**src/rtl/mux_arbiter_if.sv**
```systemverilog
`default_nettype none
// ============================================================================
// Module   : mux_arbiter_if
// Brief    : Request/data and grant/output bundle for the 4-lane mux arbiter.
// Revision : 1.0
// ============================================================================
interface mux_arbiter_if #(
    parameter int DATA_W = 8
);
    logic [3:0]          req;
    logic [4*DATA_W-1:0] a;
    logic [3:0]          grant;
    logic [1:0]          select_line;
    logic [DATA_W-1:0]   b;
    logic                valid;

    modport master (
        output req, a,
        input  grant, select_line, b, valid
    );

    modport slave (
        input  req, a,
        output grant, select_line, b, valid
    );
endinterface
`default_nettype wire

```
**src/rtl/mux_arbiter.sv**
```systemverilog
`default_nettype none
// ============================================================================
// Module   : mux_arbiter
// Brief    : 4-requester burst arbiter driving a registered shared 4:1 mux.
//            Define MUX_ARBITER_FIXED_PRIO_EN for lowest-index-wins priority.
// Revision : 1.0
// ============================================================================
module mux_arbiter #(
    parameter int DATA_W    = 8,
    parameter int BURST_LEN = 4
) (
    input  wire logic       clk,
    input  wire logic       rst_n,
    mux_arbiter_if.slave    bus
);

    localparam logic [0:0] S_IDLE = 1'b0;
    localparam logic [0:0] S_BUSY = 1'b1;

    logic [0:0]        r_state, w_state_nxt;
    logic [3:0]        r_grant, w_grant_nxt;
    logic [1:0]        r_sel,   w_sel_nxt;
    logic [DATA_W-1:0] r_b,     w_b_nxt;
    logic              r_valid, w_valid_nxt;
    logic [3:0]        r_cnt,   w_cnt_nxt;
    logic [1:0]        r_ptr,   w_ptr_nxt;

    logic [DATA_W-1:0] w_lane [4];
    logic [1:0]        w_winner;
    logic              w_any_req;
    logic              w_beat;
    logic              w_last;
    logic              w_release;
    logic [4:0]        w_cnt_inc;

    generate
        for (genvar gi = 0; gi < 4; gi++) begin : g_lane
            assign w_lane[gi] = bus.a[gi*DATA_W +: DATA_W];
        end
    endgenerate

    assign w_any_req = |bus.req;

    // Descending scan so the last hit is the first requester in search order.
    always_comb begin
        w_winner = 2'd0;
`ifdef MUX_ARBITER_FIXED_PRIO_EN
        for (int k = 3; k >= 0; k--) begin
            if (bus.req[k]) w_winner = 2'(k);
        end
`else
        for (int k = 3; k >= 0; k--) begin
            if (bus.req[r_ptr + 2'(k)]) w_winner = r_ptr + 2'(k);
        end
`endif
    end

    assign w_beat    = (r_state == S_BUSY) && bus.req[r_sel];
    assign w_cnt_inc = {1'b0, r_cnt} + 5'd1;
    assign w_last    = w_beat && (w_cnt_inc == 5'(BURST_LEN));
    assign w_release = (r_state == S_BUSY) && (!w_beat || w_last);

    always_ff @(posedge clk) begin
        if (!rst_n) begin
            r_state <= S_IDLE;
            r_grant <= '0;
            r_sel   <= '0;
            r_b     <= '0;
            r_valid <= 1'b0;
            r_cnt   <= '0;
            r_ptr   <= '0;
        end else begin
            r_state <= w_state_nxt;
            r_grant <= w_grant_nxt;
            r_sel   <= w_sel_nxt;
            r_b     <= w_b_nxt;
            r_valid <= w_valid_nxt;
            r_cnt   <= w_cnt_nxt;
            r_ptr   <= w_ptr_nxt;
        end
    end

    always_comb begin
        w_state_nxt = r_state;
        case (r_state)
            S_IDLE:  if (w_any_req) w_state_nxt = S_BUSY;
            S_BUSY:  if (w_release) w_state_nxt = S_IDLE;
            default: w_state_nxt = S_IDLE;
        endcase
    end

    always_comb begin
        w_grant_nxt = r_grant;
        w_sel_nxt   = r_sel;
        w_b_nxt     = r_b;
        w_valid_nxt = 1'b0;
        w_cnt_nxt   = r_cnt;
        w_ptr_nxt   = r_ptr;
        case (r_state)
            S_IDLE: begin
                if (w_any_req) begin
                    w_grant_nxt = 4'b0001 << w_winner;
                    w_sel_nxt   = w_winner;
                    w_cnt_nxt   = '0;
                end else begin
                    w_grant_nxt = '0;
                end
            end
            S_BUSY: begin
                if (w_beat) begin
                    w_b_nxt     = w_lane[r_sel];
                    w_valid_nxt = 1'b1;
                    w_cnt_nxt   = w_cnt_inc[3:0];
                end
                if (w_release) begin
                    w_grant_nxt = '0;
`ifdef MUX_ARBITER_FIXED_PRIO_EN
                    w_ptr_nxt   = '0;
`else
                    w_ptr_nxt   = r_sel + 2'd1;
`endif
                end
            end
            default: w_grant_nxt = '0;
        endcase
    end

    assign bus.grant       = r_grant;
    assign bus.select_line = r_sel;
    assign bus.b           = r_b;
    assign bus.valid       = r_valid;

endmodule
`default_nettype wire

```
**src/flat_wrapper.sv**
```systemverilog
// flat-port wrapper written by rule: the top's interface ports become plain ports
module mux_arbiter_flat 
#(
    parameter int DATA_W    = 8,
    parameter int BURST_LEN = 4
)
  (clk, rst_n, bus_req, bus_a, bus_grant, bus_select_line, bus_b, bus_valid);
  mux_arbiter_if #(.DATA_W(DATA_W)) bus_i ();
  input  wire logic clk;
  input  wire logic rst_n;
  input wire logic [$bits(bus_i.req)-1:0] bus_req;
  input wire logic [$bits(bus_i.a)-1:0] bus_a;
  output wire logic [$bits(bus_i.grant)-1:0] bus_grant;
  output wire logic [$bits(bus_i.select_line)-1:0] bus_select_line;
  output wire logic [$bits(bus_i.b)-1:0] bus_b;
  output wire logic [$bits(bus_i.valid)-1:0] bus_valid;
  assign bus_i.req = bus_req;
  assign bus_i.a = bus_a;
  assign bus_grant = bus_i.grant;
  assign bus_select_line = bus_i.select_line;
  assign bus_b = bus_i.b;
  assign bus_valid = bus_i.valid;
  mux_arbiter #(.DATA_W(DATA_W), .BURST_LEN(BURST_LEN)) u_core (.clk(clk), .rst_n(rst_n), .bus(bus_i));
endmodule
```
**config.mk**
```make
export PLATFORM = sky130hd
export DESIGN_NAME = mux_arbiter_flat
export DESIGN_NICKNAME = d
export VERILOG_FILES = /design/src/rtl/mux_arbiter_if.sv /design/src/rtl/mux_arbiter.sv /design/src/flat_wrapper.sv
export SDC_FILE = /design/constraint.sdc
export NUM_CORES = 1
export LEC_CHECK = 0
export ABC_AREA = 1
export CORE_ASPECT_RATIO = 1.2
export CORE_UTILIZATION = 40
export CTS_CLUSTER_SIZE = 24
export DETAILED_ROUTE_END_ITERATION = 6
export GPL_ROUTABILITY_DRIVEN = 0
export PLACE_DENSITY = 0.85
export RECOVER_POWER = 25
export SLEW_MARGIN = 25
export SYNTH_ARGS = -nofsm -noshare
export SYNTH_HDL_FRONTEND = slang
export SYNTH_SLANG_ARGS = --single-unit
```
**constraint.sdc**
```tcl
create_clock -name clk -period 1.37 [get_ports clk]
set_input_delay 0.2055 -clock clk [delete_from_list [all_inputs] [get_ports clk]]
set_output_delay 0.2055 -clock clk [all_outputs]
set_load 0.02 [all_outputs]
```
# After elaboration in Yosys (flattened, before gate mapping)
# Index checks and enable logic that the tools add are counted.
# classes
add_sub_neg,5
magnitude_cmp,6
n_eq_ne,4
n_shift,1
n_mux,27
bitwise,2
reduce_logical,11
# op_table
cell,count
8-bit binary-select mux with 2-bit select,1
4-bit 2-to-1 mux,4
8-bit 2-to-1 mux,2
4-bit one-hot mux with 2 select lines,2
2-bit by 3-bit less-than comparator with 1-bit output (second input constant),5
1-bit binary-select mux with 2-bit select,5
2-bit AND reduction,5
1-bit 2-to-1 mux,8
2-bit 2-to-1 mux,4
4-bit by 1-bit adder with 5-bit output (second input constant),1
5-bit by 3-bit equality test with 1-bit output (second input constant),1
2-bit by 1-bit adder with 2-bit output (second input constant),2
2-bit adder (second input constant),2
2-bit inequality test (second input constant),2
4-bit OR reduction,1
1-bit by 2-bit << shifter with 4-bit output (first input constant),1
3-bit greater-or-equal comparator (second input constant),1
1-bit logical AND,3
2-bit inverter with 3-bit output,1
2-bit by 1-bit inequality test with 1-bit output (second input constant),1
1-bit one-hot mux with 2 select lines,1
1-bit logical NOT,1
1-bit logical OR,1
1-bit inverter,1
# totals
ff_bits,22
in_bits,38
output_inout_bits,15
wordCells,63

# Depth between registers and ports, before layout
# logic_depth
ltp_word,10
depth_mapped,11

# Least setup slack after synthesis
# No wires, ideal clock.
# synth_path
path_type,register -> register
from,register u_core.r_sel[1] (netlist: u_core.bus.select_line[1])
to,register u_core.r_grant[0] (netlist: u_core.bus.grant[0])
setup_ns,0.135
arrival_time_ns,1.269
t_required_ns,1.235
setup_slack_ns,-0.034
stages_incl_launch_ff,11
synth_period_minus_slack_ns,1.404
cell_sequence,dfxtp_1 > inv_2 > o211ai_1 > nand2_2 > nand2_2 > inv_2 > buf_6 > nand2_4 > clkinv_2 > nand2_2 > a21oi_2
# synth_via
elab_chain_len,7
word_cells_on_any_way,8
# synth_lines
element,line,rtl
from (decl),mux_arbiter.sv:22,"logic [1:0] r_sel, w_sel_nxt;"
from (signal assigned),mux_arbiter.sv:75,r_sel <= w_sel_nxt;
1-bit binary-select mux with 2-bit select *,mux_arbiter.sv:58,assign w_beat = (r_state == S_BUSY) && bus.req[r_sel];
1-bit 2-to-1 mux (not written as such) *,mux_arbiter.sv:58,
1-bit logical AND *,mux_arbiter.sv:58,
1-bit logical NOT or 1-bit logical AND (tied branches),"mux_arbiter.sv:61, mux_arbiter.sv:60",
1-bit logical OR *,mux_arbiter.sv:61,assign w_release = (r_state == S_BUSY) && (!w_beat || w_last);
1-bit logical AND *,mux_arbiter.sv:61,
2-bit inequality test (no source line) *,-,
to (signal assigned),mux_arbiter.sv:74,r_grant <= w_grant_nxt;
to (decl),mux_arbiter.sv:21,"logic [3:0] r_grant, w_grant_nxt;"
# Mark *: on every way between the ends. The rest lies on a longest branch, timed or not. The select of a mux whose other input is x is not followed.
# A chain may end at the register's enable or synchronous reset.

# Worst setup path in the final report
# layout_path
from,register u_core.r_ptr[0]
to,register u_core.r_grant[1] (netlist: u_core.bus.grant[1])
# layout_via
elab_chain_len,10
word_cells_on_any_way,18
# layout_lines
element,line,rtl
from (decl),mux_arbiter.sv:26,"logic [1:0] r_ptr, w_ptr_nxt;"
from (signal assigned),mux_arbiter.sv:79,r_ptr <= w_ptr_nxt;
2-bit adder,mux_arbiter.sv:53,if (bus.req[r_ptr + 2'(k)]) w_winner = r_ptr + 2'(k);
1-bit binary-select mux with 2-bit select,mux_arbiter.sv:53,
1-bit 2-to-1 mux (not written as such),mux_arbiter.sv:53,
2-bit 2-to-1 mux (3 in series),mux_arbiter.sv:53,
2-bit 2-to-1 mux *,mux_arbiter.sv:53,
1-bit by 2-bit << shifter with 4-bit output *,mux_arbiter.sv:102,w_grant_nxt = 4'b0001 << w_winner;
4-bit 2-to-1 mux *,mux_arbiter.sv:101,if (w_any_req) begin
4-bit one-hot mux with 2 select lines *,mux_arbiter.sv:99,case (r_state)
# Marks and branches as above.

==> summary.md <==
| Metric | Value |
|---|---|
| Critical path arrival | `1.64 ns` |
| Most frequent cell after synthesis | `nor2_1` |
| Vias in the first global route | `between 1,000 and 1,500` |
| Period utilization | `1.003` |
| Synth warn | `0` |
| Outcome | `complete, but fails checks` |
| Async S/R FF share, synth | `0` |
| Routed WL per cell | `around 13 µm` |
| Slowest Stage Delay on Critical Path | `between 0.4 and 0.5 ns` |
| Worst Setup Start Kind | `register` |
| WL final | `between 3 and 4 mm` |
| Synth top cells by count | `35 x nor2_1, 29 x o21ai_0, 28 x nand2_1` |
| Via density | `between 5 and 6` |
| Die W | `55.21 µm` |
| Post-synth EDFFs | `0` |
| Initial antenna violation count | `0` |
| 1st-iter DRT viols | `46` |
| # diodes | `0` |
| Setup crit end kind | `register` |
| Share of the synthesized area in the top cell type | `0.3241` |
| WP buf/inv | `2` |
| Largest net degree at the start of global routing | `20` |
| HP Class | `reg2reg` |
| Drt drc | `0` |
| Normalized max-slew margin | `0.8300` |
| Worst clock skew | `0.007489 ns` |
| Primary FF master, synth | `dfxtp_1` |
| DP Wirelength | `about 2.5 mm` |
| Final Non-Filler Cells | `slightly above 300` |
| # nets final | `~310` |
| Most frequent CP cell | `nand3_2` |
| LEAKAGE | `around 0.0010 µW` |
| Max rail drop VDD | `~0.6 mV` |
| Finish-stage setup viols | `1` |
| Antenna Violating Nets Remaining | `0` |
| Worst slew pin tran | `0.2544 ns` |
| RSZ-0062 raised after global routing | `yes` |
| Core Box Area | `~3100 µm²` |
| Fmax | `about 0.73 GHz` |
| Die area | `3635 µm²` |
| Post-Syn Nets | `around 240` |
| Slew Limit Fails | `0` |
| Clock sink total | `22` |
| GR Overflow Total | `0` |
| CTS tree | `done` |
| Synth area leader | `dfxtp_1` |
| Mapped Cells | `a little over 200` |
| Starting Density | `0.4330` |
| CP top delay family | `simple AND/OR/NAND/NOR gates` |
| Minimum setup slack in the final design | `-0.003841 ns` |
| Sequential share of the synthesized area | `0.3241` |
| Critical path class | `reg2reg` |
| First-pass GRT wire length | `approximately 5.7 mm` |
| Via count | `about 1,600` |
| H-tree lvl count | `1` |
| Total track usage | `0.1935` |
| Root Buffer | `clkbuf_4` |
| Top post-synthesis cells by area | `dfxtp_1 32%, o21ai_0 11%, nor2_1 9.7%, nand2_1 7.7%, nand2_2 4.6%` |
| FP Rows | `22` |
| Critical path required time | `1.63 ns` |
| CTS Buffer Depth | `2` |
| Synth cell types | `27` |
| Hold-fix buffers, CTS | `0` |
| Worst Path Max Fanout | `5` |
| Failing checks | `setup timing` |
| Port buffer count | `between 50 and 60` |
| Mean post-synth cell area | `6.694 µm²` |
| Drt first pass iters | `4` |
| Worst-skew pair later-pin latency | `slightly above 0.3 ns` |
| Die Span Y | `around 66 µm` |
| Post-layout minimum cycle time | `1.374 ns` |
| Setup TNS | `-0.003841 ns` |
| Crit-path cells | `buf_6 > nand2_4 > nand3_2 > nand2_1 > inv_2 > nand3_2 > nand2_4 > nand3_2 > a21oi_2` |
| Reg clk slew, reported paths | `0.13 ns` |
| Layout area overhead | `63.26%` |
| Yosys reg bits | `22` |
| Mapped Area | `1359 µm²` |
| CP max stage cell | `dfxtp_4` |
| Max-cap violations | `0` |
| Final hold violation count | `0` |
| Num CTS Buffers | `3` |
| # placed instances | `approximately 300` |
| # IOs | `53` |
| Layout cells sized above 1 | `0.2910` |
| P per Cell Area | `1099 nW/µm²` |
[through the flow]
stage | cell area (µm²) | util | hold WS [ns] | setup slack (ns) | total power (µW)
after floorplan | 1361 | - | 0.3489 | 0.07902 | 1401
after global placement | 1982 | 0.6316 | 0.4489 | -0.2419 | 1766
after detailed placement | 1982 | 0.6316 | 0.4576 | -0.2849 | 1783
after CTS | 2021 | 0.6439 | 0.4769 | 0.02308 | 2243
after global routing | 2218 | 0.7069 | 0.4895 | -0.08896 | 2586
final | 2218 | 0.7069 | 0.4543 | -0.003841 | 2439
[layer usage]
layer  routed length, µm  GRT usage  up-vias  share of wire
li1                    -          -      807              -
met1                1574     0.2171      715           0.40
met2                2002     0.3419       65           0.51
met3                 262    0.04892        8          0.067
met4                  78    0.09375        0          0.020
met5                   0          0        -              0
[registers in the layout (all words and copies together), names as in the netlist]
name and count:
u_core.bus.b 8, u_core.bus.grant 4, u_core.bus.select_line 2, u_core.bus.valid 1, u_core.r_cnt 4, u_core.r_ptr 2
u_core.r_state 1
[cell families after synthesis]
group / synth area share
AND/OR/NAND/NOR: 0.3094
AO/OA/AOI/OAI: 0.2265
adder cells (fa/ha/maj): 0.009207
buffers and inverters: 0.1114
XOR/XNOR: 0.01934
flip-flops: 0.3241
[area by class of cell]
type,count,area (µm²)
fillers,257,919.6
multi-input cells,150,880.8
repair buffers,70,691.9
flip-flops and latches,22,456.7
inverters,22,91.34
well taps,36,45.04
clock inverters,1,30.03
clock buffers,3,22.52
[where the power goes]
group / switching, µW / leakage [µW] / total (µW) / internal, µW
Combinational: 635 / 0.000822 / 1130 / 499
Sequential: 75.7 / 0.000183 / 805 / 729
Clock: 204 / 0.0000279 / 500 / 296
[cell usage in the layout (no fill, tap or decap), drive strengths merged]
| cell type | instances |
|---|---|
| a31oi | 8 |
| buf | 16 |
| nand4 | 3 |
| xor2 | 2 |
| nor2 | 36 |
| dlymetal6s2s | 3 |
| o21ai | 30 |
| nand3 | 14 |
| clkdlybuf4s50 | 34 |
| dlygate4sd2 | 15 |
| a211oi | 1 |
| a21oi | 13 |
| clkbuf | 5 |
| bufinv | 1 |
| ha | 1 |
| clkinv | 1 |
| o211ai | 2 |
| inv | 21 |
| xnor2 | 1 |
| nand2 | 39 |
| dfxtp | 22 |
[path summary, 6_finish.rpt]
path	from	endpoint	slack (ns)	cells after the start
min reg2reg	u_core.r_cnt[0]	u_core.r_cnt[0]	0.45	1
min	u_core.r_cnt[0]	u_core.r_cnt[0]	0.45	1
max	u_core.r_ptr[0]	u_core.bus.grant[1]	-0.004	9
max reg2reg	u_core.r_ptr[0]	u_core.bus.grant[1]	-0.004	9
[what timing repair did]
action / 4_1_cts / 5_1_grt
setup endpoints to repair: 21 / 18
gates cloned: 0 / 1
gates resized for setup: 18 / 53
pin swaps: 0 / 14
setup buffers: 0 / 4
(Power assumes the default switching activity.)
